$ cat src/rtl/pu_acc_sched.sv
// Window accumulator sequencer for the pooling unit: sums each window of signed samples
// through a two-operand adder and hands out one sum per window on a valid/ready port.

module pu_adder2 #(
    parameter int INPUT_WD1 = 20,
    parameter int INPUT_WD2 = 16,
    parameter int OUTPUT_WD = 20
) (
    input  logic signed [INPUT_WD1-1:0] op1,
    input  logic signed [INPUT_WD2-1:0] op2,
    output logic signed [OUTPUT_WD-1:0] sum
);
    assign sum = OUTPUT_WD'(op1) + OUTPUT_WD'(op2);
endmodule

module pu_acc_sched #(
    parameter int IN_WD  = 16,
    parameter int ACC_WD = 20,
    parameter int LEN_WD = 8,
    parameter int NUM_WD = 16
) (
    input  logic                     clk_i,
    input  logic                     rst_i,
    input  logic                     start_i,
    input  logic [LEN_WD-1:0]        win_len_i,
    input  logic [NUM_WD-1:0]        win_num_i,
    output logic                     busy_o,
    output logic                     done_o,
    input  logic                     in_vld_i,
    input  logic signed [IN_WD-1:0]  in_dat_i,
    output logic                     in_rdy_o,
    output logic                     out_vld_o,
    input  logic                     out_rdy_i,
    output logic signed [ACC_WD-1:0] out_dat_o,
    output logic                     out_ovf_o
);
    typedef enum logic [1:0] {IDLE, ACC, OUT} state_t;

    state_t                    state;
    state_t                    state_next;
    logic [LEN_WD-1:0]         len;
    logic [LEN_WD-1:0]         elem_cnt;
    logic [NUM_WD-1:0]         num;
    logic [NUM_WD-1:0]         win_cnt;
    logic signed [ACC_WD-1:0]  acc;
    logic signed [ACC_WD-1:0]  sum;
    logic                      ovf;
    logic                      done;
    logic                      start_ok;
    logic                      in_hs;
    logic                      out_hs;
    logic                      last_elem;
    logic                      last_win;
    logic                      add_ovf;

    pu_adder2 #(
        .INPUT_WD1 (ACC_WD),
        .INPUT_WD2 (IN_WD),
        .OUTPUT_WD (ACC_WD)
    ) u_add (
        .op1 (acc),
        .op2 (in_dat_i),
        .sum (sum)
    );

    assign start_ok  = (state == IDLE) && start_i && (win_len_i != '0) && (win_num_i != '0);
    assign in_hs     = (state == ACC) && in_vld_i;
    assign out_hs    = (state == OUT) && out_rdy_i;
    assign last_elem = (elem_cnt == len - 1'b1);
    assign last_win  = (win_cnt == num - 1'b1);
    // Signed overflow: both operands share a sign that the wrapped result does not.
    assign add_ovf   = (acc[ACC_WD-1] == in_dat_i[IN_WD-1]) && (sum[ACC_WD-1] != acc[ACC_WD-1]);

    always_comb begin
        state_next = state;
        in_rdy_o   = 1'b0;
        out_vld_o  = 1'b0;
        case (state)
            IDLE: begin
                if (start_ok) state_next = ACC;
            end
            ACC: begin
                in_rdy_o = 1'b1;
                if (in_vld_i && last_elem) state_next = OUT;
            end
            OUT: begin
                out_vld_o = 1'b1;
                if (out_rdy_i) state_next = last_win ? IDLE : ACC;
            end
            default: state_next = IDLE;
        endcase
    end

    always_ff @(posedge clk_i) begin
        if (rst_i) begin
            state    <= IDLE;
            len      <= '0;
            num      <= '0;
            elem_cnt <= '0;
            win_cnt  <= '0;
            acc      <= '0;
            ovf      <= 1'b0;
            done     <= 1'b0;
        end else begin
            state <= state_next;
            done  <= out_hs && last_win;
            if (start_ok) begin
                len      <= win_len_i;
                num      <= win_num_i;
                elem_cnt <= '0;
                win_cnt  <= '0;
                acc      <= '0;
                ovf      <= 1'b0;
            end
            if (in_hs) begin
                acc      <= sum;
                ovf      <= ovf | add_ovf;
                elem_cnt <= elem_cnt + 1'b1;
            end
            // Finished window that is not the last one: rearm for the next window.
            if (out_hs && !last_win) begin
                win_cnt  <= win_cnt + 1'b1;
                elem_cnt <= '0;
                acc      <= '0;
                ovf      <= 1'b0;
            end
        end
    end

    assign busy_o    = (state != IDLE);
    assign done_o    = done;
    assign out_dat_o = acc;
    assign out_ovf_o = ovf && (state == OUT);

endmodule

$ cat config.mk
export PLATFORM = sky130hd
export DESIGN_NAME = pu_acc_sched
export DESIGN_NICKNAME = d
export VERILOG_FILES = /design/src/rtl/pu_acc_sched.sv
export SDC_FILE = /design/constraint.sdc
export NUM_CORES = 1
export LEC_CHECK = 0
export ABC_AREA = 1
export BUFFER_PORTS_ARGS = -buffer_cell sky130_fd_sc_hd__buf_2
export CAP_MARGIN = 20
export CELL_PAD_IN_SITES_DETAIL_PLACEMENT = 2
export CELL_PAD_IN_SITES_GLOBAL_PLACEMENT = 2
export CORE_MARGIN = 1
export CORE_UTILIZATION = 32
export DETAILED_ROUTE_END_ITERATION = 10
export GPL_ROUTABILITY_DRIVEN = 0
export PLACE_DENSITY = 0.86
export SKIP_LAST_GASP = 1
export SLEW_MARGIN = 40
export SYNTH_ARGS = -nofsm -noshare
export SYNTH_HDL_FRONTEND = slang
export SYNTH_HIERARCHICAL = 1
export SYNTH_SLANG_ARGS = --single-unit
$ cat constraint.sdc
create_clock -name clk_i -period 2.25 [get_ports clk_i]
set_input_delay 0.675 -clock clk_i [delete_from_list [all_inputs] [get_ports clk_i]]
set_output_delay 0.675 -clock clk_i [all_outputs]
set_load 0.005 [all_outputs]
==> flow_metrics.env <==
export IMPL_setup_viol=0
export IMPL_drt_pass1_iter_count=4
export IMPL_power_switching_w=0.00139
export IMPL_placed_area_mm2=0.00626
export IMPL_crit_slowest_cell="dfxtp_2"
export IMPL_seq_area_frac_synth_pct=27.5
export IMPL_pwr_share_seq_pct=36.3
export IMPL_startpoint="num[0]"
export IMPL_dieArea_mm2=0.0169
export IMPL_antenna_found_initial=0
export IMPL_ys_flop_type="dfxtp_1"
export IMPL_ctsHoldBuffers=0
export IMPL_p_clk_share_pct=37.3
export IMPL_power_switching_share_pct=36.1
export IMPL_synth_cell_type_count=35
export IMPL_skew_ns=0.0200
export IMPL_initial_core_util_pct=32.9
export IMPL_fmax_mhz=454
export IMPL_ir_worst_vdd_v=0.000398
export IMPL_critical_path_buf_inv_count=2
export IMPL_num_vias=6377
export IMPL_wire_per_inst_um=21.9
export IMPL_hold_viol=0
export IMPL_dieWidth_um=130
export IMPL_cp_start_kind="register"
export IMPL_critical_path_class="register to register"
export IMPL_final_cells=1169
export IMPL_nets=1017
export IMPL_max_stage_delay_ns=0.33
export IMPL_clockRootBuffer="clkbuf_16"
export IMPL_grt_pass1_wl_um=39600
export IMPL_route_detailed_drc=0
export IMPL_wl_um=25600
export IMPL_powerDensity_mw_per_mm2=566
export IMPL_coreArea_mm2=0.0159
export IMPL_crit_family="simple AND/OR/NAND/NOR gates"
export IMPL_dp_slack_ns=-0.290
export IMPL_cp_cell_sequence="inv_2 > ha_4 > nand2_1 > nor2_2 > nand2_1 > nand2_1 > nand2_1 > nor2_2 > nand3_2 > nor2_4 > nand2_4 > nand2_8 > buf_6 > nand3_1 > a21oi_1"
export IMPL_slew_headroom_pct=71.4
export IMPL_die_y_um=130
export IMPL_worst_slack_ns=0.0454
export IMPL_core_rowCount=46
export IMPL_path_common_cell="nand2_1"
export IMPL_p_int_w=0.00245
export IMPL_synth_nets=893
export IMPL_numPortBuffers=69
export IMPL_status="finished, final reports clean"
export IMPL_postSynth_asyncResetShare_pct=0
export IMPL_clock_sinks=72
export IMPL_drv_slew=0
export IMPL_clk_pin_slew_ns=0.07
export IMPL_min_path_type="register to register"
export IMPL_worstReg2RegStart="num[0]"
export IMPL_cts_tree="built"
export IMPL_ys_ff_latch=72
export IMPL_clockBufferDepth=2
export IMPL_final_common_cell="nand2_1"
export IMPL_diodes=0
export IMPL_critPathArrivalTime_ns=2.47
export IMPL_worst_skew_pair_late_latency_ns=0.37
export IMPL_h_tree_depth=3
export IMPL_finalCriticalPeriod_ns=2.20
export IMPL_leakage_nw=3.13
export IMPL_area_delta_synth_final_pct=29.2
export IMPL_hp_start="elem_cnt[3]"
export IMPL_dp_cells=1148
export IMPL_end_kind="register"
export IMPL_final_cell_mix="nand2_1, nand3_1, nor2_1"
export IMPL_cp_max_fo=7
export IMPL_whs_ns=0.502
export IMPL_io_pins=70
export IMPL_finalInstanceArea_mm2=0.00678
export IMPL_drtIter0Drc=264
export IMPL_grt_start_max_net_pins=64
export IMPL_period_share_pct=98.0
export IMPL_syn_area_per_cell_um2=6.37
export IMPL_worst_pin_slew_ns=0.428
export IMPL_fillers=1933
export IMPL_cts_buffers=9
export IMPL_via_per_inst=5.46
export IMPL_grt_pass1_vias=7167
export IMPL_rsz0062_at_grt="yes"
export IMPL_postRouteAntennaNets=0
export IMPL_synth_warnings=6
export IMPL_drv_cap=0
export IMPL_grt_use_total_pct=31.6
export IMPL_layout_drive_gt1_share_pct=24.6
export IMPL_syn_cell_area_mm2=0.00525
export IMPL_hpwlAfterDp_um=17100
export IMPL_synth_edff_count=0
export IMPL_pwr_share_comb_pct=26.3
export IMPL_overflow=0
export IMPL_synthCells=824
export IMPL_worst_ep_required_time_ns=2.52
## worst register-to-register path: cells and delay by family (launching register included)
kind            cells  cell delay, ns
flops               1            0.33
compound gates      1            0.22
buf+inv             2            0.23
simple gates       11            1.19
fa+ha+maj           1            0.16
## layout make-up
type                       count  area, um^2  area share, %
timing repair buffer         136         927           13.7
clock inverter                 7        48.8          0.720
sequential                    72        1450           21.3
clock buffer                   9         225           3.32
multi-input combinational    636        3510           51.7
inverter                      93         353           5.21
tap                          216         270           3.99
## flip-flops by register name, indices dropped and copies added, names as in the netlist
signal     count
out_dat_o     20
ovf            1
len            8
win_cnt       16
done_o         1
state          2
elem_cnt       8
num           16
## cells in the mapped netlist (all sizes together), types with 6 or more instances
cell / instances / area, um^2
xnor2: 18 / 158
nand3b: 8 / 60.1
dfxtp: 72 / 1440
nand4: 6 / 37.5
o21ai: 39 / 195
buf: 7 / 47.6
a21oi: 69 / 387
nor4: 11 / 68.8
xor2: 21 / 184
nor2: 105 / 429
nand2: 214 / 852
ha: 23 / 288
inv: 91 / 342
clkbuf: 16 / 60.1
nand3: 100 / 521
nor3: 13 / 76.3
## power groups by stage
stage | clock network (W) | registers, W | logic (W)
5_1_grt | 0.00149 | 0.00140 | 0.00110
3_3_place_gp | 0 | 0.00141 | 0.000837
3_5_place_dp | 0 | 0.00142 | 0.000906
2_1_floorplan | 0 | 0.00140 | 0.000540
6_report | 0.00143 | 0.00139 | 0.00101
4_1_cts | 0.00145 | 0.00139 | 0.000971
## stage by stage
stage,total power (W),setup TNS [ns],util (%)
2_1_floorplan,0.00194,0,-
3_3_place_gp,0.00225,-0.409,39.3
3_5_place_dp,0.00232,-10.16,39.3
4_1_cts,0.00382,0,41.2
5_1_grt,0.00399,-0.237,42.5
6_report,0.00384,0,42.5
## final timing paths
path	depth (start not counted)	slack, ns	endpoint
setup / recovery	15	0.05	win_cnt[14]
hold reg to reg	2	0.50	elem_cnt[3]
setup reg to reg	15	0.05	win_cnt[14]
hold / removal	2	0.50	elem_cnt[3]
## layer usage
metal	share of wire [%]	global-route usage, %	up-vias	wire length (um)
met4	4.4	17.0	0	1130
li1	-	-	2923	-
met5	0	0	-	0
met3	3.4	5.66	85	880
met2	51	57.4	162	13100
met1	41	34.9	3207	10500
## logic make-up after synthesis
kind of cell	count (synthesis)	synth area share, %
AO/OA/AOI/OAI	110	11.4
XOR/XNOR	40	6.94
adder cells (fa/ha/maj)	24	5.87
buffers and inverters	116	8.71
flip-flops	72	27.5
AND/OR/NAND/NOR	462	39.6
## repair_timing
| action | 4_1_cts | 5_1_grt |
|---|---|---|
| pin swaps | 1 | 12 |
| cloned | 0 | 1 |
| gates resized for setup | 8 | 42 |
| endpoints found under the setup margin | 50 | 49 |
| setup buffers | 1 | 3 |
Note: power is estimated with default switching activity, not from simulation.
